<file path="src/rtl/paddle_ctrl.sv">
// paddle_ctrl: buffers debounced press strobes per player and applies them to the paddle rows once per frame.
// Optional macro PADDLE_CENTER_EN adds center_i, which recentres both paddles at the next frame_tick.
module paddle_ctrl #(
  parameter int SCREEN_H = 480,
  parameter int PADDLE_H = 64,
  parameter int STEP     = 16,
  parameter int PEND_MAX = 3,
  parameter int Y_W      = 10
) (
  input  logic           pixel_clk,
  input  logic           reset,
  input  logic           frame_tick,
  input  logic           game_run,
`ifdef PADDLE_CENTER_EN
  input  logic           center_i,
`endif
  input  logic           PlayerA_up_i,
  input  logic           PlayerA_down_i,
  input  logic           PlayerB_up_i,
  input  logic           PlayerB_down_i,
  output logic [Y_W-1:0] PlayerA_y_o,
  output logic [Y_W-1:0] PlayerB_y_o,
  output logic           PlayerA_moved_o,
  output logic           PlayerB_moved_o
);

  localparam int PW = $clog2(PEND_MAX + 1) + 1;
  localparam int SW = Y_W + 2;
  localparam logic [Y_W-1:0]       YMID     = Y_W'((SCREEN_H - PADDLE_H) / 2);
  localparam logic signed [SW-1:0] YMAX_S   = SW'(SCREEN_H - PADDLE_H);
  localparam logic signed [SW-1:0] STEP_S   = SW'(STEP);
  localparam logic signed [PW-1:0] PEND_HI  = PW'(PEND_MAX);
  localparam logic signed [PW-1:0] PEND_LO  = -PEND_HI;
  localparam logic signed [PW-1:0] PEND_ONE = 1;

  typedef enum logic [1:0] {IDLE, APPLY, COMMIT} state_t;

  state_t                 state;
  logic signed [PW-1:0]   pendA, pendB;
  logic signed [PW-1:0]   workA, workB;
  logic        [Y_W-1:0]  tgtA, tgtB;
  logic                   tickGo;

  // Saturating step count; simultaneous up and down cancel.
  function automatic logic signed [PW-1:0] satStep(input logic signed [PW-1:0] pend,
                                                   input logic up, input logic down);
    logic signed [PW-1:0] res;
    res = pend;
    if (down && !up && (pend != PEND_HI)) res = pend + PEND_ONE;
    if (up && !down && (pend != PEND_LO)) res = pend - PEND_ONE;
    return res;
  endfunction

  function automatic logic [Y_W-1:0] clampY(input logic [Y_W-1:0] y,
                                            input logic signed [PW-1:0] pend);
    logic signed [SW-1:0] target;
    target = $signed({2'b00, y}) + SW'(pend) * STEP_S;
    if (target < 0)      return '0;
    if (target > YMAX_S) return Y_W'(YMAX_S);
    return target[Y_W-1:0];
  endfunction

`ifdef PADDLE_CENTER_EN
  logic centerReq, centerWork;
  assign tickGo = frame_tick && (game_run || centerReq);
`else
  assign tickGo = frame_tick && game_run;
`endif

  always_ff @(posedge pixel_clk or posedge reset) begin
    if (reset) begin
      state           <= IDLE;
      pendA           <= '0;
      pendB           <= '0;
      workA           <= '0;
      workB           <= '0;
      tgtA            <= YMID;
      tgtB            <= YMID;
      PlayerA_y_o     <= YMID;
      PlayerB_y_o     <= YMID;
      PlayerA_moved_o <= 1'b0;
      PlayerB_moved_o <= 1'b0;
`ifdef PADDLE_CENTER_EN
      centerReq       <= 1'b0;
      centerWork      <= 1'b0;
`endif
    end else begin
      PlayerA_moved_o <= 1'b0;
      PlayerB_moved_o <= 1'b0;
      if (!game_run) begin
        pendA <= '0;
        pendB <= '0;
      end else begin
        pendA <= satStep(pendA, PlayerA_up_i, PlayerA_down_i);
        pendB <= satStep(pendB, PlayerB_up_i, PlayerB_down_i);
      end
`ifdef PADDLE_CENTER_EN
      if (center_i) centerReq <= 1'b1;
`endif
      case (state)
        // Snapshot: strobes arriving with the tick start the next frame's count.
        IDLE: begin
          if (tickGo) begin
            workA <= pendA;
            workB <= pendB;
            if (game_run) begin
              pendA <= satStep('0, PlayerA_up_i, PlayerA_down_i);
              pendB <= satStep('0, PlayerB_up_i, PlayerB_down_i);
            end
`ifdef PADDLE_CENTER_EN
            centerWork <= centerReq;
            centerReq  <= center_i;
`endif
            state <= APPLY;
          end
        end
        // Compute clamped targets.
        APPLY: begin
`ifdef PADDLE_CENTER_EN
          if (centerWork) begin
            tgtA <= YMID;
            tgtB <= YMID;
          end else
`endif
          begin
            tgtA <= clampY(PlayerA_y_o, workA);
            tgtB <= clampY(PlayerB_y_o, workB);
          end
          state <= COMMIT;
        end
        // Commit targets and flag real changes.
        COMMIT: begin
          PlayerA_y_o     <= tgtA;
          PlayerB_y_o     <= tgtB;
          PlayerA_moved_o <= (tgtA != PlayerA_y_o);
          PlayerB_moved_o <= (tgtB != PlayerB_y_o);
          state           <= IDLE;
        end
        default: state <= IDLE;
      endcase
    end
  end

endmodule

</file>
<file path="config.mk">
export PLATFORM = sky130hd
export DESIGN_NAME = paddle_ctrl
export DESIGN_NICKNAME = d
export VERILOG_FILES = /design/src/rtl/paddle_ctrl.sv
export SDC_FILE = /design/constraint.sdc
export NUM_CORES = 1
export LEC_CHECK = 0
export CORE_UTILIZATION = 38
export DETAILED_ROUTE_END_ITERATION = 10
export HOLD_SLACK_MARGIN = 0.06
export SLEW_MARGIN = 0
export SYNTH_ARGS = -nofsm -noshare
export SYNTH_HDL_FRONTEND = slang
export SYNTH_SLANG_ARGS = --single-unit
</file>
<file path="constraint.sdc">
create_clock -name pixel_clk -period 4.13 [get_ports pixel_clk]
set_clock_uncertainty 0.05 [all_clocks]
set_input_delay 1.239 -clock pixel_clk [delete_from_list [all_inputs] [get_ports pixel_clk]]
set_output_delay 1.239 -clock pixel_clk [all_outputs]
set_load 0.005 [all_outputs]
</file>
Yosys cells after proc, flatten, opt, wreduce, memory -nomap -nowiden. Index checks and enable logic that the tools add are counted.

Flip-flop bits (word level): 56. Output and inout port bits: 22.

Equal/unequal tests: 9. Reduce and logical (&&, ||, !) cells: 15. Add/sub/neg operators: 6. $lt $le $gt $ge: 4. Multiplexer cells: 38.

Operators by type and width (number): $mux 10 (8); $mux 3 (14); $add 11x7->12 (2); $gt 12x10->1 const B (2); $lt 12x1->1 const B (2); $ne 10x10->1 (2); $mux 1 (14); $ne 3x3->1 const B (4); $logic_and 1x1->1 (9); $add 3x2->3 const B (2); $sub 3x2->3 const B (2); $logic_not 1->1 (4); $pmux 2 s2 (1); $eq 2x1->1 const B (1); $eq 2x2->1 const B (1); $logic_not 2->1 (1); $mux 2 (1); $ne 2x2->1 const B (1); $reduce_and 2->1 (1).

Depth between registers and ports, before layout. Gate-level depths: netlist (run 1).

Depth after elaboration: 9. Depth in mapped cells: 9.

Least setup slack after synthesis (run 1). No wires, ideal clock.

Path type: reg2reg. Start: register PlayerA_y_o[4]. End: register tgtA[0]. Required time: 3959 ps. Slack: 1823 ps. Cell stages (with the launch flop): 10. Clock period less this slack: 2307 ps. Arrival time: 2136 ps. Cells stage by stage: dfstp_2 > ha_1 > inv_1 > fa_1 > nor2b_1 > o31ai_1 > xor2_1 > o311ai_1 > a21oi_2 > a22o_1.

Longest elaborated chain between the ends: 7.

Ends and longest elaborated chain: from (decl) (RTL line 21) `output logic [Y_W-1:0] PlayerA_y_o,`; from (signal assigned) (RTL line 133) `PlayerA_y_o <= tgtA;`; $add 11x7->12 (*) (RTL line 57) `target = $signed({2'b00, y}) + SW'(pend) * STEP_S;`; $gt 12x10->1 (RTL line 59) `if (target > YMAX_S) return Y_W'(YMAX_S);`; $mux 1 (2 in series) (RTL line 59); $mux 1 (RTL line 100) `case (state)`; $mux 10 (RTL line 60) `return target[Y_W-1:0];`; $mux 10 (*) (RTL line 59); to (signal assigned) (RTL line 126) `tgtA <= clampY(PlayerA_y_o, workA);`; to (decl) (RTL line 41) `logic [Y_W-1:0] tgtA, tgtB;`.

Mark *: on every way between the ends. The rest lies on a longest branch, timed or not. The select of a mux whose other input is x is not followed. A chain may end at the register's enable or synchronous reset.

Final worst setup path (run 1).
Start: register PlayerB_y_o[4]. End: output PlayerB_y_o[4].

RTL lines: from (decl) (RTL line 22) `output logic [Y_W-1:0] PlayerB_y_o,`; from (signal assigned) (RTL line 134) `PlayerB_y_o <= tgtB;`.

No word-level cell between the ends.

==> results of run 1 <==
-- cell usage in the layout, fill, tap and decap left out, drive strengths merged, types with 13 or more instances in the layout --
cell           count
inv               22
ha                26
o21ai             22
mux2              17
clkdlybuf4s50     29
nand2             29
dfrtp             44
xnor2             26
nor2              13
-- area by class of cell --
class | count | area share (%)
well taps | 105 | 3.45
multi-input cells | 227 | 46.5
clock buffers | 5 | 1.81
clock inverters | 3 | 0.592
repair buffers | 31 | 8.35
inverters | 21 | 2.07
flip-flops and latches | 56 | 37.2
-- sequential cells by signal (all words and copies together) (netlist names) --
| register | count |
|---|---|
| tgtA | 10 |
| pendB | 3 |
| PlayerB_y_o | 10 |
| tgtB | 10 |
| state | 2 |
| PlayerB_moved_o | 1 |
| PlayerA_y_o | 10 |
| workA | 3 |
| workB | 3 |
| pendA | 3 |
| PlayerA_moved_o | 1 |
-- per-layer routing --
metal / track usage (%) / vias up / share of wire, %
met5: 0 / - / 0
met4: 3.03 / 0 / 0.72
met3: 3.14 / 4 / 2.6
met2: 25.3 / 35 / 47
met1: 21.7 / 1150 / 49
li1: - / 1158 / -
-- power by group through the flow --
stage	clock network (mW)	logic, mW	registers, mW
after global placement	0	0.753	0.835
after CTS	0.324	0.766	0.827
final	0.310	0.762	0.823
after detailed placement	0	0.762	0.837
after floorplan	0	0.555	0.800
after global routing	0.349	0.856	0.840
-- logic make-up after synthesis --
family                     after synthesis  synth area share (%)
AOI/OAI and AO/OA                       70                  15.8
and+or+nand+nor                         80                  12.0
adders and majority gates               28                  11.1
buffers and inverters                   27                  3.12
xor gates and xnor gates                32                  8.99
muxes                                   17                  5.83
DFF                                     56                  43.1
-- worst max-delay path by stage --
stage / startpoint / endpoint / slack (ns) / cells past startpoint
after floorplan: reset / PlayerA_moved_o$_DFF_PP0_ / 1.49 / 1
after global placement: PlayerB_down_i / pendB[2]$_DFF_PP0_ / 1.34 / 6
after detailed placement: PlayerB_down_i / pendB[2]$_DFF_PP0_ / 1.30 / 6
after CTS: PlayerB_y_o[4]$_DFFE_PP1P_ / PlayerB_y_o[4] / 1.40 / 1
after global routing: PlayerB_y_o[4]$_DFFE_PP1P_ / tgtB[4]$_DFFE_PP1N_ / 1.34 / 9
final: PlayerB_y_o[4]$_DFFE_PP1P_ / PlayerB_y_o[4] / 1.41 / 1
-- through the flow --
| stage | instances | area (µm²) | setup slack [ns] |
|---|---|---|---|
| 2_1_floorplan | 310 | 3290 | 1.49 |
| 3_3_place_gp | 440 | 3710 | 1.34 |
| 3_5_place_dp | 440 | 3710 | 1.30 |
| 4_1_cts | 448 | 3800 | 1.40 |
| 5_1_grt | 448 | 3800 | 1.34 |
| 6_report | 448 | 3800 | 1.41 |
==> impl_metrics.json, run 1 <==
{
  "row_count": 33,
  "hold_path_class": "reg -> reg",
  "yosysWarnings": 0,
  "seqCellArea_um2": 1420,
  "overall_global_routing_resource_usage_pct": 15.6,
  "die_w_um": 95.0,
  "cpPeakStageDelay_ns": 0.61,
  "fmax_ghz": 0.368,
  "cap_violations": 0,
  "internal-power_mw": 1.21,
  "dominant_cell_by_count_in_the_synthesized_netlist": "dfrtp_1",
  "finalSetupViolCount": 0,
  "cts_tree": "built",
  "finalCritPeriodShare_pct": 65.8,
  "synth_edf_count": 0,
  "cts_resized": 0,
  "timing.max_slew.rel_slack_pct": 37.3,
  "hold-path-cell-count": 2,
  "drtIter0Drc": 131,
  "worst_path_dominant_cell_family": "flip-flops",
  "fin_total_pwr_mw": 1.89,
  "detail_route.wirelength_um": 6430,
  "drt-wirelength-per-cell_um": 14.4,
  "final.fill_count": 770,
  "postSynthCellCount": 310,
  "ioPinCount": 30,
  "critical_path_required_ns": 2.84,
  "synthesis.nets": 346,
  "min_delay_worst_endpoint": "tgtB[7]$_DFFE_PP1N_",
  "initial_utilization_pct": 39.6,
  "clk_sinks": 56,
  "utilization_pct": 45.8,
  "layout_area_growth_over_synthesis_pct": 15.8,
  "power_per_cell_area_nw_per_um2": 498,
  "clockRootBuffer": "clkbuf_8",
  "top_flip_flop_cell_by_instance_count_after_synthesis": "dfrtp_1",
  "syn-cell-area_um2": 3290,
  "placeableCoreArea_um2": 8300,
  "ctsHoldBuffers": 0,
  "drtPass1Iterations": 4,
  "vdd_ir_drop_max_v": 0.000165,
  "timing_worst_setup_path_type": "reg -> out",
  "die_height_um": 95.0,
  "hold_slack_ns": 0.432,
  "kind_of_start_point_of_the_critical_path": "flop",
  "setup-tns-final_ns": 0,
  "total_die_area_um2": 9020,
  "place_congestion": 0.818,
  "ys_top_cells_by_area": "dfrtp_1 (34%), ha_1 (9.9%), dfstp_2 (9.6%)",
  "share_comb_of_total_power_pct": 40.2,
  "htreeDepth": 2,
  "outcome": "completed",
  "number_of_post_cts_setup_repair_buffers": 0,
  "multiInputGateArea_um2": 1770,
  "drc_errors": 0,
  "yosys.area.top_type": "dfrtp_1",
  "portion_of_the_post_synthesis_area_used_by_sequential_elements_pct": 43.1,
  "numPortBuffers": 29,
  "synth_async_sr_flop_share_pct": 100,
  "timing.rr.start": "PlayerA_y_o[4]$_DFFE_PP1P_",
  "cts_buffer_depth": 2,
  "finalMaxSlewViolations": 0,
  "avgViaCountPerCell": 5.24,
  "synth_top_area_share_pct": 33.5,
  "grt_remaining_overflow": 0,
  "period_minus_slack_ns": 2.72,
  "worst_margin_pin_slew_ns": 0.940,
  "switching_share_pct": 36.2,
  "worst_setup_hold_path_clk_slew_ns": 0.11,
  "critical_path_arrival_ns": 1.43,
  "postRouteAntennaNets": 0,
  "critical_path.cell_chain": "clkdlybuf4s50_1",
  "post_route_cells_drive_above_1_share_pct": 15.5,
  "grt_antenna_before_repair": 0,
  "unrepaired_setup_endpoints_after_global_routing": "false",
  "worstHoldStart": "tgtB[7]$_DFFE_PP1N_",
  "clock_insertion_delay_worst_skew_ns": 0.31,
  "power_frac_seq_pct": 43.4,
  "worstReg2RegEnd": "tgtA[1]$_DFFE_PP0N_",
  "wire_length_of_the_first_global_routing_pass_um": 10800,
  "routed-via-count": 2347,
  "cts_inserted_buffers": 5,
  "synth_top_cells_by_count": "dfrtp_1 (44), nand2_1 (27), ha_1 (26), xnor2_1 (26), inv_1 (21)",
  "p_switching_uw": 687,
  "worst_path_max_delay_cell": "dfstp_2",
  "worst_setup_path_end_kind": "output port",
  "timing.final.hold_violations": 0,
  "critical_path.n_buffers_inverters": 1,
  "r2r_cells": 9,
  "synth_cell_type_count": 39,
  "antenna_cells": 0,
  "regToRegSetupSlack_ns": 1.54,
  "grt_max_degree": 47,
  "dp_wirelength_um": 4770,
  "grt_pass1_vias": 2206,
  "syn-mean-instance-area_um2": 10.6,
  "power.static_leakage_nw": 1.61,
  "pwr-share-clk_pct": 16.4,
  "worstPathMaxFanout": 4,
  "num-nets-final": 378,
  "synth-seq-cells": 56
}
Power figures use the tool's default switching activity.
==> inputs of run 2 (changes only) <==
clock period = 2.2 ns   (was 4.13 ns; I/O delays follow)
==> impl_metrics.json, run 2 (same netlist as run 1, synthesis figures left out) <==
{
  "clockRootBuffer": "clkbuf_8",
  "initial_utilization_pct": 39.6,
  "dp_wirelength_um": 4960,
  "kind_of_start_point_of_the_critical_path": "flop",
  "switching_share_pct": 36.3,
  "drt-wirelength-per-cell_um": 14.9,
  "cpPeakStageDelay_ns": 0.57,
  "die_w_um": 95.0,
  "seqCellArea_um2": 1420,
  "finalMaxSlewViolations": 0,
  "worst_setup_hold_path_clk_slew_ns": 0.11,
  "worstPathMaxFanout": 6,
  "final_cell_area_excluding_filler_cells_um2": 4230,
  "postRouteAntennaNets": 0,
  "drc_errors": 0,
  "placeableCoreArea_um2": 8300,
  "unrepaired_setup_endpoints_after_global_routing": "true",
  "clk_sinks": 56,
  "hold_path_class": "reg -> reg",
  "wl_met3_um": 159,
  "layout_common_cells": "dfrtp_1 (44), nand2_1 (27), xnor2_1 (25)",
  "worst_slack_ns": -0.130,
  "worst_margin_pin_slew_ns": 0.394,
  "drtIter0Drc": 68,
  "finalSetupViolCount": 15,
  "cts_buffer_depth": 2,
  "share_comb_of_total_power_pct": 46.3,
  "die_height_um": 95.0,
  "p_switching_mw": 1.50,
  "cts_inserted_buffers": 5,
  "grt_max_degree": 57,
  "overall_global_routing_resource_usage_pct": 16.8,
  "cts_tree": "built",
  "timing.final.hold_violations": 0,
  "power_frac_seq_pct": 36.6,
  "grt_pass1_vias": 2413,
  "wire_length_of_the_first_global_routing_pass_um": 11600,
  "vdd_ir_drop_max_v": 0.000343,
  "layout_area_growth_over_synthesis_pct": 28.6,
  "period_minus_slack_ns": 2.33,
  "htreeDepth": 2,
  "final.fill_count": 740,
  "power.static_leakage_nw": 1.80,
  "avgViaCountPerCell": 5.10,
  "timing.max_slew.rel_slack_pct": 73.6,
  "timing_worst_setup_path_type": "reg -> reg",
  "internal-power_mw": 2.64,
  "row_count": 33,
  "pwr-share-clk_pct": 17.0,
  "outcome": "complete, but fails checks",
  "num-nets-final": 401,
  "critical_path.cell_chain": "ha_4, inv_2, fa_2, nor2b_4, o31ai_2, xor2_1, o311ai_2, a21oi_4, a22o_1",
  "layout.cells.most_common": "dfrtp_1",
  "post_route_cells_drive_above_1_share_pct": 27.6,
  "grt_remaining_overflow": 0,
  "fmax_ghz": 0.429,
  "routed-via-count": 2404,
  "ioPinCount": 30,
  "critical_path_arrival_ns": 2.49,
  "worst_path_max_delay_cell": "dfstp_2",
  "dr.max_layer_used": "met4",
  "cap_violations": 0,
  "total_die_area_um2": 9020,
  "placement.cell_area_um2": 3910,
  "detail_route.wirelength_um": 7010,
  "failed_checks": "setup timing",
  "r2r_cells": 9,
  "multiInputGateArea_um2": 1980,
  "finalCritPeriodShare_pct": 106,
  "clock_insertion_delay_worst_skew_ns": 0.32,
  "detailedPlace.worstSlack_ns": -0.163,
  "ctsHoldBuffers": 0,
  "hold-path-cell-count": 2,
  "numPortBuffers": 29,
  "power_per_cell_area_nw_per_um2": 979,
  "critical_path_required_ns": 2.36,
  "worst_setup_path_end_kind": "flop",
  "antenna_cells": 0,
  "place_congestion": 0.828,
  "detail_route.wirelength.met1_um": 3430,
  "drtPass1Iterations": 4,
  "met2_wirelength_um": 3300,
  "grt_antenna_before_repair": 0
}
-- run 2: cell count changes in the layout (fill, tap and decap cells not counted), moves of 4 or more --
cell / previous run / this run
a211oi_2: 4 / 0
a211oi_4: 0 / 4
buf_4: 1 / 23
clkdlybuf4s50_1: 29 / 24
ha_1: 26 / 21
ha_4: 0 / 4
-- run 2: per-stage QoR --
stage	instances	TNS [ns]	utilization (%)	power, mW	hold WS [ns]
final	471	-1.28	50.9	4.14	0.437
after global routing	471	-2.80	50.9	4.42	0.472
after CTS	470	-0.909	49.4	3.98	0.437
after detailed placement	461	-2.03	47.2	3.21	0.421
after global placement	461	-0.748	47.2	3.19	0.420
after floorplan	310	0	-	2.57	0.405
-- run 2: final cells by class --
class	instances	area share, %
multi-input combinational	227	46.9
clock buffer	5	1.63
timing repair buffer	54	11.9
clock inverter	3	1.10
tap	105	3.11
sequential	56	33.5
inverter	21	1.87
-- run 2: worst max-delay path: cells and delay by family (launching register included) --
family,cells,cell delay [ns]
adder cells (fa/ha/maj),2,0.56
flip-flops,1,0.57
buffers and inverters,1,0.04
AND/OR/NAND/NOR,1,0.15
AO/OA/AOI/OAI,4,0.67
XOR/XNOR,1,0.18
-- run 2: per-layer routing --
layer,vias up,GRT usage [%]
li1,1193,-
met1,1167,23.2
met2,34,26.6
met3,10,2.09
met4,0,6.44
met5,-,0
-- run 2: power by group through the flow --
stage / combinational, mW / clock, mW / sequential [mW]
floorplan: 1.06 / 0 / 1.51
global placement: 1.67 / 0 / 1.52
detailed placement: 1.69 / 0 / 1.52
CTS: 1.75 / 0.728 / 1.50
global route: 2.11 / 0.768 / 1.54
finish: 1.92 / 0.705 / 1.52
-- run 2: worst paths after layout --
path,startpoint,end,slack [ns]
setup / recovery,PlayerB_y_o[4]$_DFFE_PP1P_,tgtB[2]$_DFFE_PP0N_,-0.13
min in group asynchronous,reset,pendB[2]$_DFF_PP0_,0.64
setup reg to reg,PlayerB_y_o[4]$_DFFE_PP1P_,tgtB[2]$_DFFE_PP0N_,-0.13
max in group asynchronous,reset,PlayerA_y_o[7]$_DFFE_PP1P_,1.14
hold reg to reg,tgtB[7]$_DFFE_PP1N_,tgtB[7]$_DFFE_PP1N_,0.44
hold / removal,tgtB[7]$_DFFE_PP1N_,tgtB[7]$_DFFE_PP1N_,0.44
-- run 2: timing repair --
item                                   CTS  global route
endpoints found under the hold margin    0             0
cloned                                   0             0
setup endpoints to repair               22            20
pin swaps                               18            12
gates resized for setup                 18            20
setup buffers                            2             1
==> inputs of run 3 (changes only) <==
SLEW_MARGIN = unset   (was 0)
TNS_END_PERCENT = 20   (was unset)
==> impl_metrics.json, run 3 (same netlist as run 1, synthesis figures left out) <==
{
  "cts_buffer_depth": 2,
  "power.static_leakage_nw": 1.77,
  "clk_sinks": 56,
  "avgViaCountPerCell": 5.13,
  "drtIter0Drc": 51,
  "pwr-share-clk_pct": 14.8,
  "dp_cells": 462,
  "unrepaired_setup_endpoints_after_global_routing": "true",
  "kind_of_start_point_of_the_critical_path": "flop",
  "routed-via-count": 2418,
  "timing.max_slew.rel_slack_pct": 77.1,
  "dp_wirelength_um": 4980,
  "critical_path.cell_chain": "ha_4, inv_2, fa_2, nor2b_4, o31ai_2, xor2_1, o311ai_2, a21oi_4, a22o_1",
  "placeableCoreArea_um2": 8300,
  "row_count": 33,
  "ioPinCount": 30,
  "numPortBuffers": 29,
  "worst_margin_pin_slew_ns": 0.343,
  "power_per_cell_area_nw_per_um2": 946,
  "worst_setup_hold_path_clk_slew_ns": 0.10,
  "share_comb_of_total_power_pct": 46.3,
  "grt_antenna_before_repair": 0,
  "detail_route.wirelength_um": 6810,
  "layout_area_growth_over_synthesis_pct": 25.4,
  "critical_path.n_buffers_inverters": 1,
  "timing.final.hold_violations": 0,
  "internal-power_mw": 2.47,
  "vdd_ir_drop_max_v": 0.000302,
  "timing_worst_setup_path_type": "reg -> reg",
  "finalMaxSlewViolations": 0,
  "finalCritPeriodShare_pct": 104,
  "worstHoldStart": "tgtB[7]$_DFFE_PP1N_",
  "wire_length_of_the_first_global_routing_pass_um": 11800,
  "critical_path_arrival_ns": 2.45,
  "antenna_cells": 0,
  "drtPass1Iterations": 4,
  "post_route_cells_drive_above_1_share_pct": 25.4,
  "drc_errors": 0,
  "hold_path_class": "reg -> reg",
  "hold_slack_ns": 0.434,
  "outcome": "complete, but fails checks",
  "grt_max_degree": 57,
  "clockRootBuffer": "clkbuf_8",
  "grt_remaining_overflow": 0,
  "finalSetupViolCount": 13,
  "total_die_area_um2": 9020,
  "drt-wirelength-per-cell_um": 14.5,
  "worst_path_dominant_cell_family": "compound AO/OA/AOI/OAI gates",
  "cap_violations": 0,
  "p_switching_mw": 1.43,
  "worst_slack_ns": -0.0820,
  "fmax_ghz": 0.438,
  "period_minus_slack_ns": 2.28,
  "cpPeakStageDelay_ns": 0.56,
  "layout.cells.most_common": "dfrtp_1",
  "setup-tns-final_ns": -0.505,
  "layout_common_cells": "dfrtp_1 (44), nand2_1 (27), xnor2_1 (26)",
  "timing.rr.start": "PlayerB_y_o[4]$_DFFE_PP1P_",
  "place_congestion": 0.890,
  "finish.cell_count_without_fillers": 471,
  "grt_pass1_vias": 2430,
  "setup.worst_path.start": "PlayerB_y_o[4]$_DFFE_PP1P_",
  "worst_path_max_delay_cell": "dfstp_2",
  "num-nets-final": 401,
  "htreeDepth": 2,
  "die_w_um": 95.0,
  "cts_inserted_buffers": 5,
  "cts_tree": "built",
  "die_height_um": 95.0,
  "worstPathMaxFanout": 6,
  "failed_checks": "setup timing",
  "overall_global_routing_resource_usage_pct": 17.0,
  "clock_insertion_delay_worst_skew_ns": 0.31,
  "ctsHoldBuffers": 0,
  "postRouteAntennaNets": 0,
  "switching_share_pct": 36.6,
  "critical_path_required_ns": 2.36,
  "worst_setup_path_end_kind": "flop",
  "power_frac_seq_pct": 38.9,
  "initial_utilization_pct": 39.6
}
==> run 3: changes by cell type in the layout (fill, tap and decap cells not counted), sizes merged <==
| cell | before | now |
|---|---|---|
| dlygate4sd2 | 3 | 4 |
| inv | 22 | 21 |
| bufinv | 1 | 0 |
| clkbuf | 5 | 6 |
| dlymetal6s2s | 2 | 1 |
| clkinv | 0 | 1 |
==> run 3: power by group through the flow <==
stage	Combinational (mW)	Sequential, mW	Clock (mW)
floorplan	1.05	1.51	0
global placement	1.69	1.52	0
detailed placement	1.71	1.52	0
CTS	1.74	1.51	0.598
global route	2.01	1.55	0.632
finish	1.80	1.51	0.577
==> run 3: area by class of cell <==
type                       instances  area, µm²
tap                              105        131
inverter                          21       78.8
clock inverter                     2       16.3
multi-input combinational        227       1900
timing repair buffer              54        500
fill                             778       4180
clock buffer                       6       72.6
sequential                        56       1420
==> run 3: repair_timing <==
action,CTS,global route
pin swaps,14,11
buffers inserted,0,1
gates resized for setup,15,14
setup endpoints to repair,22,19
cloned,0,0
==> run 3: worst paths after layout <==
kind,end,slack [ns],cells past startpoint
setup / recovery,tgtB[1]$_DFFE_PP0N_,-0.08,9
hold / removal,tgtB[7]$_DFFE_PP1N_,0.43,2
setup reg to reg,tgtB[1]$_DFFE_PP0N_,-0.08,9
hold reg to reg,tgtB[7]$_DFFE_PP1N_,0.43,2
max in group asynchronous,PlayerA_y_o[7]$_DFFE_PP1P_,1.13,3
min in group asynchronous,PlayerB_y_o[9]$_DFFE_PP0P_,0.64,3
==> run 3: worst register-to-register path, cell delays in order, from the launching register on <==
cell      delay [ns]
dfstp_2         0.56
ha_4            0.14
inv_2           0.04
fa_2            0.39
nor2b_4         0.15
o31ai_2         0.07
xor2_1          0.18
o311ai_2        0.33
a21oi_4         0.09
a22o_1          0.20
==> run 3: stage by stage <==
stage	power, mW	cell area (µm²)	setup WS, ns	utilization, %
floorplan	2.56	3310	-0.00951	-
global placement	3.21	3910	-0.0746	47.1
detailed placement	3.23	3910	-0.151	47.1
CTS	3.85	4040	-0.0755	48.7
global route	4.19	4120	-0.157	49.6
finish	3.90	4120	-0.0820	49.6
==> run 3: metal layers <==
| layer | global-route usage (%) | vias up | part of all wire [%] | wire, µm |
|---|---|---|---|---|
| li1 | - | 1199 | - | - |
| met1 | 24.4 | 1170 | 50 | 3420 |
| met2 | 26.5 | 41 | 46 | 3130 |
| met3 | 2.42 | 8 | 2.6 | 175 |
| met4 | 4.92 | 0 | 1.4 | 94 |
| met5 | 0 | - | 0 | 0 |
